--- src/rtl/subpix_window_feeder_pkg.sv ---
// Shared definitions for the sub-pixel window feeder.
//   - Default pixel / fractional / pair-select widths.
//   - win_len(): window length derived from the pair-select width.
//   - feeder_state_e: line sequencing states.
package subpix_window_feeder_pkg;

  localparam int unsigned DefDataDepth   = 8;
  localparam int unsigned DefSubpixDepth = 5;
  localparam int unsigned DefSelDepth    = 1;

  // Window length WL = 2**sel_depth + 1 (one pixel pair per select step plus the right neighbour).
  function automatic int unsigned win_len(input int unsigned sel_depth);
    return (32'd1 << sel_depth) + 32'd1;
  endfunction

  typedef enum logic [1:0] {
    StIdle,
    StFill,
    StEmit,
    StDrain
  } feeder_state_e;

endpackage

--- src/rtl/subpix_pix_buffer.sv ---
// Small shift buffer of WL+1 pixels holding a contiguous run of line pixels.
// Ports:
//   clk, rst_n      clock, asynchronous active-low reset
//   clear           drop all contents and restart pixel indexing at 0
//   pop_n           number of oldest pixels to discard this cycle
//   push/push_data  append one pixel after the pops
//   skip            an incoming pixel is dropped without storing (head advances)
//   rd_base         window start, relative to the current head
//   rd_window       WL pixels from rd_base; reads past the newest entry return the newest
//   count, head     number of held pixels, line index of the oldest held pixel
module subpix_pix_buffer #(
  parameter int unsigned DATA_DEPTH = 8,
  parameter int unsigned WL         = 3,
  parameter int unsigned IDX_W      = 16,
  localparam int unsigned Depth     = WL + 1,
  localparam int unsigned CntW      = $clog2(Depth + 1)
) (
  input  logic                     clk,
  input  logic                     rst_n,
  input  logic                     clear,
  input  logic [CntW-1:0]          pop_n,
  input  logic                     push,
  input  logic [DATA_DEPTH-1:0]    push_data,
  input  logic                     skip,
  input  logic [CntW-1:0]          rd_base,
  output logic [WL*DATA_DEPTH-1:0] rd_window,
  output logic [CntW-1:0]          count,
  output logic [IDX_W-1:0]         head
);

  logic [DATA_DEPTH-1:0] mem_q [Depth];
  logic [DATA_DEPTH-1:0] mem_d [Depth];
  logic [CntW-1:0]       count_q, count_d, count_ap;
  logic [IDX_W-1:0]      head_q, head_d;

  always_comb begin
    count_ap = count_q - pop_n;
    for (int j = 0; j < int'(Depth); j++) begin
      mem_d[j] = mem_q[j];
      for (int s = 0; s < int'(Depth); s++) begin
        if (s == j + int'(pop_n)) mem_d[j] = mem_q[s];
      end
    end
    if (push) begin
      for (int j = 0; j < int'(Depth); j++) begin
        if (j == int'(count_ap)) mem_d[j] = push_data;
      end
    end
    count_d = count_ap + CntW'(push);
    head_d  = head_q + IDX_W'(pop_n) + IDX_W'(skip);
    if (clear) begin
      count_d = '0;
      head_d  = '0;
    end
  end

  // Clamp read: anything beyond the newest entry returns the newest entry (line edge).
  always_comb begin
    int r;
    int lastp;
    rd_window = '0;
    lastp = (count_q == '0) ? 0 : int'(count_q) - 1;
    for (int k = 0; k < int'(WL); k++) begin
      r = int'(rd_base) + k;
      if (r > lastp) r = lastp;
      for (int s = 0; s < int'(Depth); s++) begin
        if (s == r) rd_window[k*DATA_DEPTH +: DATA_DEPTH] = mem_q[s];
      end
    end
  end

  always_ff @(posedge clk or negedge rst_n) begin
    if (!rst_n) begin
      count_q <= '0;
      head_q  <= '0;
      for (int j = 0; j < int'(Depth); j++) mem_q[j] <= '0;
    end else begin
      count_q <= count_d;
      head_q  <= head_d;
      for (int j = 0; j < int'(Depth); j++) mem_q[j] <= mem_d[j];
    end
  end

  assign count = count_q;
  assign head  = head_q;

endmodule

--- src/rtl/subpix_window_feeder.sv ---
// Feeds pixel windows to a sub-pixel interpolator along one line.
// Each output n has position P = pos0 + n*step; the window starts at pixel
// B = (P >> (SEL_DEPTH+SUBPIX_DEPTH)) << SEL_DEPTH and the fractional part goes out as out_interp.
// Ports:
//   clk, rst_n                       clock, asynchronous active-low reset
//   cfg_start/pos0/step/nout         line setup, latched when idle
//   in_valid/in_ready/in_pix/in_last input pixel stream
//   out_valid/out_ready              output handshake
//   out_data_col                     window, pixel B+k at bits [k*DATA_DEPTH +: DATA_DEPTH]
//   out_interp, out_last             interpolation code, last output of the line
//   busy                             line in progress
module subpix_window_feeder
  import subpix_window_feeder_pkg::*;
#(
  parameter int unsigned DATA_DEPTH   = DefDataDepth,
  parameter int unsigned SUBPIX_DEPTH = DefSubpixDepth,
  parameter int unsigned SEL_DEPTH    = DefSelDepth,
  parameter int unsigned POS_W        = 16,
  localparam int unsigned WL          = win_len(SEL_DEPTH),
  localparam int unsigned IntW        = SEL_DEPTH + SUBPIX_DEPTH
) (
  input  logic                     clk,
  input  logic                     rst_n,
  input  logic                     cfg_start,
  input  logic [POS_W-1:0]         cfg_pos0,
  input  logic [POS_W-1:0]         cfg_step,
  input  logic [11:0]              cfg_nout,
  input  logic                     in_valid,
  output logic                     in_ready,
  input  logic [DATA_DEPTH-1:0]    in_pix,
  input  logic                     in_last,
  output logic                     out_valid,
  input  logic                     out_ready,
  output logic [WL*DATA_DEPTH-1:0] out_data_col,
  output logic [IntW-1:0]          out_interp,
  output logic                     out_last,
  output logic                     busy
);

  localparam int unsigned Depth = WL + 1;
  localparam int unsigned CntW  = $clog2(Depth + 1);

  feeder_state_e            state_q;
  logic [POS_W-1:0]         pos_q, step_q;
  logic [11:0]              rem_q;
  logic                     last_seen_q;
  logic [WL*DATA_DEPTH-1:0] out_data_q;
  logic [IntW-1:0]          out_interp_q;
  logic                     out_last_q;

  logic [POS_W-1:0]         pos_nxt, base, base_nxt, gap, head_ap, in_idx;
  logic [CntW-1:0]          keep, pop_n, count_ap, buf_pop;
  logic [CntW-1:0]          buf_count;
  logic [POS_W-1:0]         buf_head;
  logic [WL*DATA_DEPTH-1:0] rd_window;
  logic                     win_ready, in_acc, start_acc, buf_push, buf_skip;

  assign pos_nxt  = pos_q + step_q;
  assign base     = (pos_q >> IntW) << SEL_DEPTH;
  assign base_nxt = (pos_nxt >> IntW) << SEL_DEPTH;

  always_comb begin
    gap = (base > buf_head) ? (base - buf_head) : '0;
    // Once the line end is known the last pixel is kept for edge clamping.
    keep = (last_seen_q && (buf_count != '0)) ? (buf_count - CntW'(1)) : buf_count;
    pop_n = (gap < POS_W'(keep)) ? gap[CntW-1:0] : keep;
    count_ap = buf_count - pop_n;
    head_ap  = buf_head + POS_W'(pop_n);
    win_ready = ((head_ap >= base) || (last_seen_q && (count_ap == CntW'(1)))) &&
                ((count_ap >= CntW'(WL)) || last_seen_q);
  end

  assign in_idx    = buf_head + POS_W'(buf_count);
  assign in_ready  = ((state_q == StFill) && !win_ready && !last_seen_q &&
                      (count_ap < CntW'(Depth))) ||
                     ((state_q == StDrain) && !last_seen_q);
  assign in_acc    = in_valid && in_ready;
  assign start_acc = (state_q == StIdle) && cfg_start;
  assign buf_pop   = (state_q == StFill) ? pop_n : '0;
  // Pixels left of the window are dropped unless they end the line.
  assign buf_push  = in_acc && (state_q == StFill) && ((in_idx >= base) || in_last);
  assign buf_skip  = in_acc && (state_q == StFill) && !buf_push;

  subpix_pix_buffer #(
    .DATA_DEPTH(DATA_DEPTH),
    .WL        (WL),
    .IDX_W     (POS_W)
  ) u_buf (
    .clk      (clk),
    .rst_n    (rst_n),
    .clear    (start_acc),
    .pop_n    (buf_pop),
    .push     (buf_push),
    .push_data(in_pix),
    .skip     (buf_skip),
    .rd_base  (pop_n),
    .rd_window(rd_window),
    .count    (buf_count),
    .head     (buf_head)
  );

  always_ff @(posedge clk or negedge rst_n) begin
    if (!rst_n) begin
      state_q      <= StIdle;
      pos_q        <= '0;
      step_q       <= '0;
      rem_q        <= '0;
      last_seen_q  <= 1'b0;
      out_data_q   <= '0;
      out_interp_q <= '0;
      out_last_q   <= 1'b0;
    end else begin
      if (in_acc && in_last) last_seen_q <= 1'b1;
      case (state_q)
        StIdle: begin
          if (cfg_start) begin
            pos_q       <= cfg_pos0;
            step_q      <= cfg_step;
            rem_q       <= cfg_nout;
            last_seen_q <= 1'b0;
            state_q     <= (cfg_nout == '0) ? StDrain : StFill;
          end
        end
        StFill: begin
          if (win_ready) begin
            state_q      <= StEmit;
            out_data_q   <= rd_window;
            out_interp_q <= pos_q[IntW-1:0];
            out_last_q   <= (rem_q == 12'd1);
          end
        end
        StEmit: begin
          if (out_ready) begin
            rem_q <= rem_q - 12'd1;
            pos_q <= pos_nxt;
            if (rem_q == 12'd1) begin
              out_last_q <= 1'b0;
              state_q    <= last_seen_q ? StIdle : StDrain;
            end else if (base_nxt == base) begin
              // Same window: re-emit directly without consuming input.
              out_interp_q <= pos_nxt[IntW-1:0];
              out_last_q   <= (rem_q == 12'd2);
            end else begin
              state_q <= StFill;
            end
          end
        end
        StDrain: begin
          if (in_acc && in_last) state_q <= StIdle;
        end
        default: state_q <= StIdle;
      endcase
    end
  end

  assign out_valid    = (state_q == StEmit);
  assign busy         = (state_q != StIdle);
  assign out_data_col = out_data_q;
  assign out_interp   = out_interp_q;
  assign out_last     = out_last_q;

endmodule

--- config.mk ---
export PLATFORM = sky130hd
export DESIGN_NAME = subpix_window_feeder
export DESIGN_NICKNAME = d
export VERILOG_FILES = /design/src/rtl/subpix_window_feeder_pkg.sv /design/src/rtl/subpix_pix_buffer.sv /design/src/rtl/subpix_window_feeder.sv
export SDC_FILE = /design/constraint.sdc
export NUM_CORES = 1
export LEC_CHECK = 0
export BUFFER_PORTS_ARGS = -buffer_cell sky130_fd_sc_hd__buf_2
export CORE_MARGIN = 3
export CORE_UTILIZATION = 25
export CTS_CLUSTER_SIZE = 10
export DETAILED_ROUTE_END_ITERATION = 8
export SKIP_CTS_REPAIR_TIMING = 1
export SYNTH_ARGS = -nofsm -noshare
export SYNTH_HDL_FRONTEND = slang
export SYNTH_SLANG_ARGS = --single-unit
--- constraint.sdc ---
create_clock -name clk -period 10.73 [get_ports clk]
set_input_delay 1.6095 -clock clk [delete_from_list [all_inputs] [get_ports clk]]
set_output_delay 1.6095 -clock clk [all_outputs]
set_load 0.01 [all_outputs]
# Yosys cells after proc, flatten, opt, wreduce, memory -nomap -nowiden
# Index checks and enable logic that the tools add are counted.
totals:
  word_cells: 189
  regBits: 129
op_classes:
  n_eq_ne: 39
  muxes: 70
  n_reduce_logical: 40
  magnitude_cmp: 9
  addsub: 17
op_table:
  columns: ["operator", "count"]
  rows:
  - ["equality test 3 x 32 -> 1 bit, first input constant", 12]
  - ["2-to-1 mux 8 bit", 31]
  - ["equality test 2 x 32 -> 1 bit, first input constant", 6]
  - ["logical NOT 32 bit", 6]
  - ["2-to-1 mux 32 bit", 5]
  - ["greater-than comparator 32 bit", 2]
  - ["2-to-1 mux 16 bit", 4]
  - ["adder 16 x 3 -> 16 bit", 3]
  - [">= comparator 16 x 11 -> 1 bit", 2]
  - ["greater-than comparator 4 x 32 -> 1 bit", 1]
  - ["case mux 16 bit (2 select lines)", 1]
  - ["2-to-1 mux 12 bit", 2]
  - ["2-to-1 mux 6 bit", 4]
  - ["case mux 12 bit (2 select lines)", 1]
  - ["adder 16 x 1 -> 16 bit", 1]
  - ["adder 16 bit", 1]
  - ["greater-than comparator 11 x 16 -> 1 bit", 1]
  - ["< comparator 16 x 3 -> 1 bit", 1]
  - ["2-to-1 mux 2 bit", 8]
  - ["subtractor 11 x 16 -> 16 bit", 1]
  - ["logical AND 1 bit", 13]
  - ["equality test 12 x 1 -> 1 bit, second input constant", 1]
  - ["equality test 12 x 2 -> 1 bit, second input constant", 1]
  - ["equality test 3 bit, first input constant", 4]
  - ["other kinds (36)", 63]

# Depth between registers and ports, before layout
depth:
  depth_word: 22
  depth_mapped: 41
  ltp_nobuf: 39

# Cells and area by module
# Synthesis repeated with hierarchy kept, for this count alone.
hier_totals:
  hier_cells: 1262
  area_unflattened_um2: 11184.5
modules_own_cells:
  columns: ["mod", "cells_each", "n_inst", "seq_area_each_um2", "area_each_um2"]
  rows:
  - ["subpix_window_feeder", 807, 1, 1951.9, 7146.9]
  - ["subpix_pix_buffer", 455, 1, 1276.2, 4037.6]

# Least setup slack after synthesis
# Ideal clock, no wire load.
synth_timing:
  path_type: "register -> output"
  startpoint: "reg u_buf.head_q[3] (netlist: u_buf.head[3])"
  endpoint: "out in_ready"
  t_required_ns: 9.121
  path_stages_with_launch: 32
  n_path_buf: 2
  path_slack_ns: 2.487
  arrival_time_ns: 6.634
  cell_sequence: "dfrtp_1 clkbuf_1 inv_1 ha_1 and3_1 a221oi_2 o31a_1 nor3_1 ha_1 a21oi_1 o31ai_1 a311o_1 nor3_1 nand4_1 nand3b_4 nand2_1 clkbuf_1 ha_1 a21o_1 a21oi_1 nor2_1 xnor2_1 ha_1 a21oi_1 nor2b_1 o21ai_0 nand2b_1 a221oi_1 and4b_1 o21ai_0 o31a_1 nor2_1"
synth_between:
  elab_chain_len: 14
synth_rtl:
  columns: ["item", "line", "text"]
  rows:
  - ["start: declaration", "subpix_pix_buffer.sv:34", "logic [IDX_W-1:0] head_q, head_d;"]
  - ["start signal: assignment", "subpix_pix_buffer.sv:75", "head_q <= '0;"]
  - ["start signal: assignment", "subpix_pix_buffer.sv:79", "head_q <= head_d;"]
  - ["parallel branches: the longest is 12 deep, another holds subtractor 11 x 16 -> 16 bit", null, null]
  - ["logical AND 1 bit (*)", "subpix_window_feeder.sv:74", "assign in_ready = ((state_q == StFill) && !win_ready && !last_seen_q &&"]
  - ["logical OR 1 bit (*)", "subpix_window_feeder.sv:75", "(count_ap < CntW'(Depth))) ||"]
  - ["end: declaration", "subpix_window_feeder.sv:29", "output logic in_ready,"]
# Every way passes the cells marked *.

# Worst setup path after layout
layout_timing:
  startpoint: "reg u_buf.head_q[0] (netlist: u_buf.head[0])"
  endpoint: "out in_ready"
# The elaborated chain is that of the path after synthesis.

==> run_results.csv <==
group,metric,value,unit
run_status,status,"finished clean",
timing,holdWs,0.484,ns
detailed_routing,drt_iter0_drc,735,
synthesis,syn_avg_cell_area,8.78,um2
setup_path,required,9.12,ns
clock_tree,cts-htree-levels,4,
place,port_buffers,91,
detailed_routing,drc,0,
detailed_routing,drtPass1Iterations,5,
clock_tree,cts_buffer_depth,2,
setup_path,cp.arrival,7.97,ns
place,hpwl,25.0,mm
die,fp.coreArea,43200,um2
setup_path,crit_path_top_delay_cell,"a21oi_1",
grt,groute.usage.overall,14.2,%
synthesis,ys.flop_type,"dfrtp_1",
clock_tree,clk_pin_slew,0.07,ns
clock_tree,clock_sinks,129,
grt,antenna_found_initial,2,
layout,drive_above_1_share,14.4,%
clock_tree,cts_tree,"built",
die,rows,76,
clock_tree,cts_buffers,17,
die,dieHeight,215,um
timing,hold_viol,0,
grt,grt_pass1_vias,9828,
detailed_routing,wl_per_cell,17.1,um
timing,setup_ws,1.15,ns
synthesis,ys_types,84,
synthesis,synthArstFlopShare,100,%
grt,grt_pass1_wl,53.6,mm
grt,grt_max_degree,75,
die,dieArea,46400,um2
timing,max_freq,104,MHz
clock_tree,cts_root_buf,"clkbuf_16",
layout,nFillCells,4638,
timing,drv_slew,0,
timing,setup_viol,0,
synthesis,syn_nets,1397,
die,initial_core_util,25.4,%
die,die_x,215,um
layout,final_util,29.3,%
timing,period_needed,9.58,ns
synthesis,synth_area_leaders,"dfrtp_1 (29%), ha_1 (9.5%), mux2i_1 (5.6%)",
synthesis,seq_area_frac_synth,29.5,%
clock_tree,clk_latency,0.45,ns
setup_path,worstSetupPathType,"reg -> out",
die,io-pin-count,92,
synthesis,syn_inst,1248,
detailed_routing,num_vias,9816,
detailed_routing,drt-vias-per-instance,5.11,
place,gp_congestion,0.884,
place,dp_slack,1.66,ns
setup_path,crit_path_start_kind,"register",
setup_path,path_max_fanout,7,
timing,post-route-period-util,89.3,%
layout,final_nets,1472,
timing,tightest_slew,1.25,ns
synthesis,synth_edf_count,0,
detailed_routing,drt-total-wl,32.9,mm
timing,rsz0062_at_grt,"false",
detailed_routing,antenna_left,0,
timing,relSlewSlack,16.2,%
setup_path,cpPeakStageDelay,0.54,ns
layout,syn2layout_area_growth,15.4,%
synthesis,ys_ff_latch,129,
synthesis,synth_top_area_cell,"dfrtp_1",
synthesis,yosysTopAreaCellShare,29.5,%
timing,finalClockSkew,0.0162,ns
timing,fin_tns_setup,0,ns
setup_path,cp-end-kind,"output pin",
synthesis,ys_warn_count,0,
run,drv_cap,0,
worst_hold_path,hold_class,"reg -> reg",
grt,grt-ovfl-total,0,
synthesis,syn_area,11000,um2
-- routing by layer --
layer	vias to the layer above	wire length [um]	GRT usage, %
met5	-	13	0
met4	2	658	4.56
met3	42	2050	3.04
met2	310	15200	23.0
met1	4695	15100	19.0
li1	4767	-	-
-- logic make-up (layout without fill, tap and decap cells) --
kind of cell             count (synthesis)  after routing  synth area share [%]
adder cells (fa/ha/maj)                 91             91                  10.9
buffers and inverters                  125            213                  4.37
multiplexers                            96             96                  9.89
AO/OA/AOI/OAI                          338            338                  21.7
flip-flops                             129            129                  29.5
XOR/XNOR                                60             60                  5.05
AND/OR/NAND/NOR                        409            409                  18.6
other                                    0              1                     0
-- state kept, by name, summed over array words and instances (netlist names), 2 cells and up --
name / cells
out_data_col: 24
out_interp: 6
state_q: 2
step_q: 16
u_buf.count: 3
pos_q: 16
u_buf.mem_q: 32
u_buf.head: 16
rem_q: 12
-- layout by cell type (no fill, tap or decap), types with 8 or more instances in the layout --
cell,instances
dfrtp_1,129
nand2_1,123
nor2_1,93
buf_2,90
ha_1,82
inv_1,77
o21ai_0,62
mux2i_1,61
a21oi_1,59
xnor2_1,44
nor3_1,37
nand3_1,25
nor2b_1,24
o31ai_1,23
mux2_2,23
and3_1,17
clkbuf_16,17
a31oi_1,16
a21o_1,16
o22ai_1,16
a22o_1,16
and2_1,14
nand2b_1,14
a21boi_0,14
xor2_1,14
and4_1,11
a211oi_1,11
buf_4,11
or3_1,10
o221ai_1,10
o31a_1,10
a41oi_1,10
a221oi_1,9
a22oi_1,9
fa_1,8
-- final cells by class --
type | count | area [um2] | area share [%]
Clock inverter | 14 | 145 | 1.15
Clock buffer | 18 | 439 | 3.47
Inverter | 79 | 297 | 2.35
Antenna cell | 1 | 2.50 | 0.0198
Timing Repair Buffer | 102 | 544 | 4.31
Tap cell | 585 | 732 | 5.79
Sequential cell | 129 | 3230 | 25.5
Multi-Input combinational cell | 994 | 7250 | 57.4
-- worst max-delay path, delay by kind of cell (launching register included) --
kind | cells | cell delay (ns)
AO/OA/AOI/OAI | 12 | 3.34
AND/OR/NAND/NOR | 9 | 1.49
adder cells (fa/ha/maj) | 4 | 1.44
buffers and inverters | 3 | 0.59
flip-flops | 1 | 0.48
XOR/XNOR | 1 | 0.16
-- per-stage QoR --
| stage | cells | instance area (um2) |
|---|---|---|
| 3_5_place_dp | 1889 | 12100 |
| 3_3_place_gp | 1889 | 12100 |
| 4_1_cts | 1921 | 12600 |
| 5_1_grt | 1921 | 12600 |
| 2_1_floorplan | 1248 | 11000 |
| 6_report | 1922 | 12600 |
-- final timing paths --
kind                                              start                      endpoint  slack [ns]  depth (start not counted)
worst max-delay path            u_buf.head[0]$_DFF_PN0_                      in_ready        1.15                         29
worst min-delay path             step_q[14]$_DFFE_PN0P_        step_q[14]$_DFFE_PN0P_        0.48                          2
worst max register to register  u_buf.head[0]$_DFF_PN0_      u_buf.head[10]$_DFF_PN0_        1.50                         37
worst min register to register   step_q[14]$_DFFE_PN0P_        step_q[14]$_DFFE_PN0P_        0.48                          2
max in group asynchronous                         rst_n         pos_q[11]$_DFFE_PN0P_        8.28                          2
min in group asynchronous                         rst_n  out_data_col[21]$_DFFE_PN0P_        1.18                          1
-- cell usage after synthesis, types with 5 or more instances --
cell / n
mux4_2: 7
ha_1: 83
o31a_1: 10
and4_1: 11
xnor2_1: 44
or3_1: 10
a21o_1: 16
nor2_1: 93
and3_1: 17
buf_1: 6
a221oi_1: 9
a31oi_1: 16
o221ai_1: 10
mux2_1: 5
dfrtp_1: 129
a21oi_1: 59
nand2b_1: 14
a211oi_1: 11
o22ai_1: 16
mux2i_1: 61
fa_1: 8
and2_1: 14
o21ai_0: 62
o21a_1: 5
inv_1: 77
nor2b_1: 24
a21boi_0: 14
nor4_1: 7
a41oi_1: 10
nand3_1: 25
nor3_1: 37
clkbuf_1: 34
nand4_1: 7
buf_2: 5
a22o_1: 16
nand2_1: 123
or2_2: 5
mux2_2: 23
o211ai_1: 7
xor2_1: 14
a22oi_1: 9
o31ai_1: 23
Power is not shown: default switching activity piles up to over one toggle a cycle in this logic, so the estimate is an artifact.
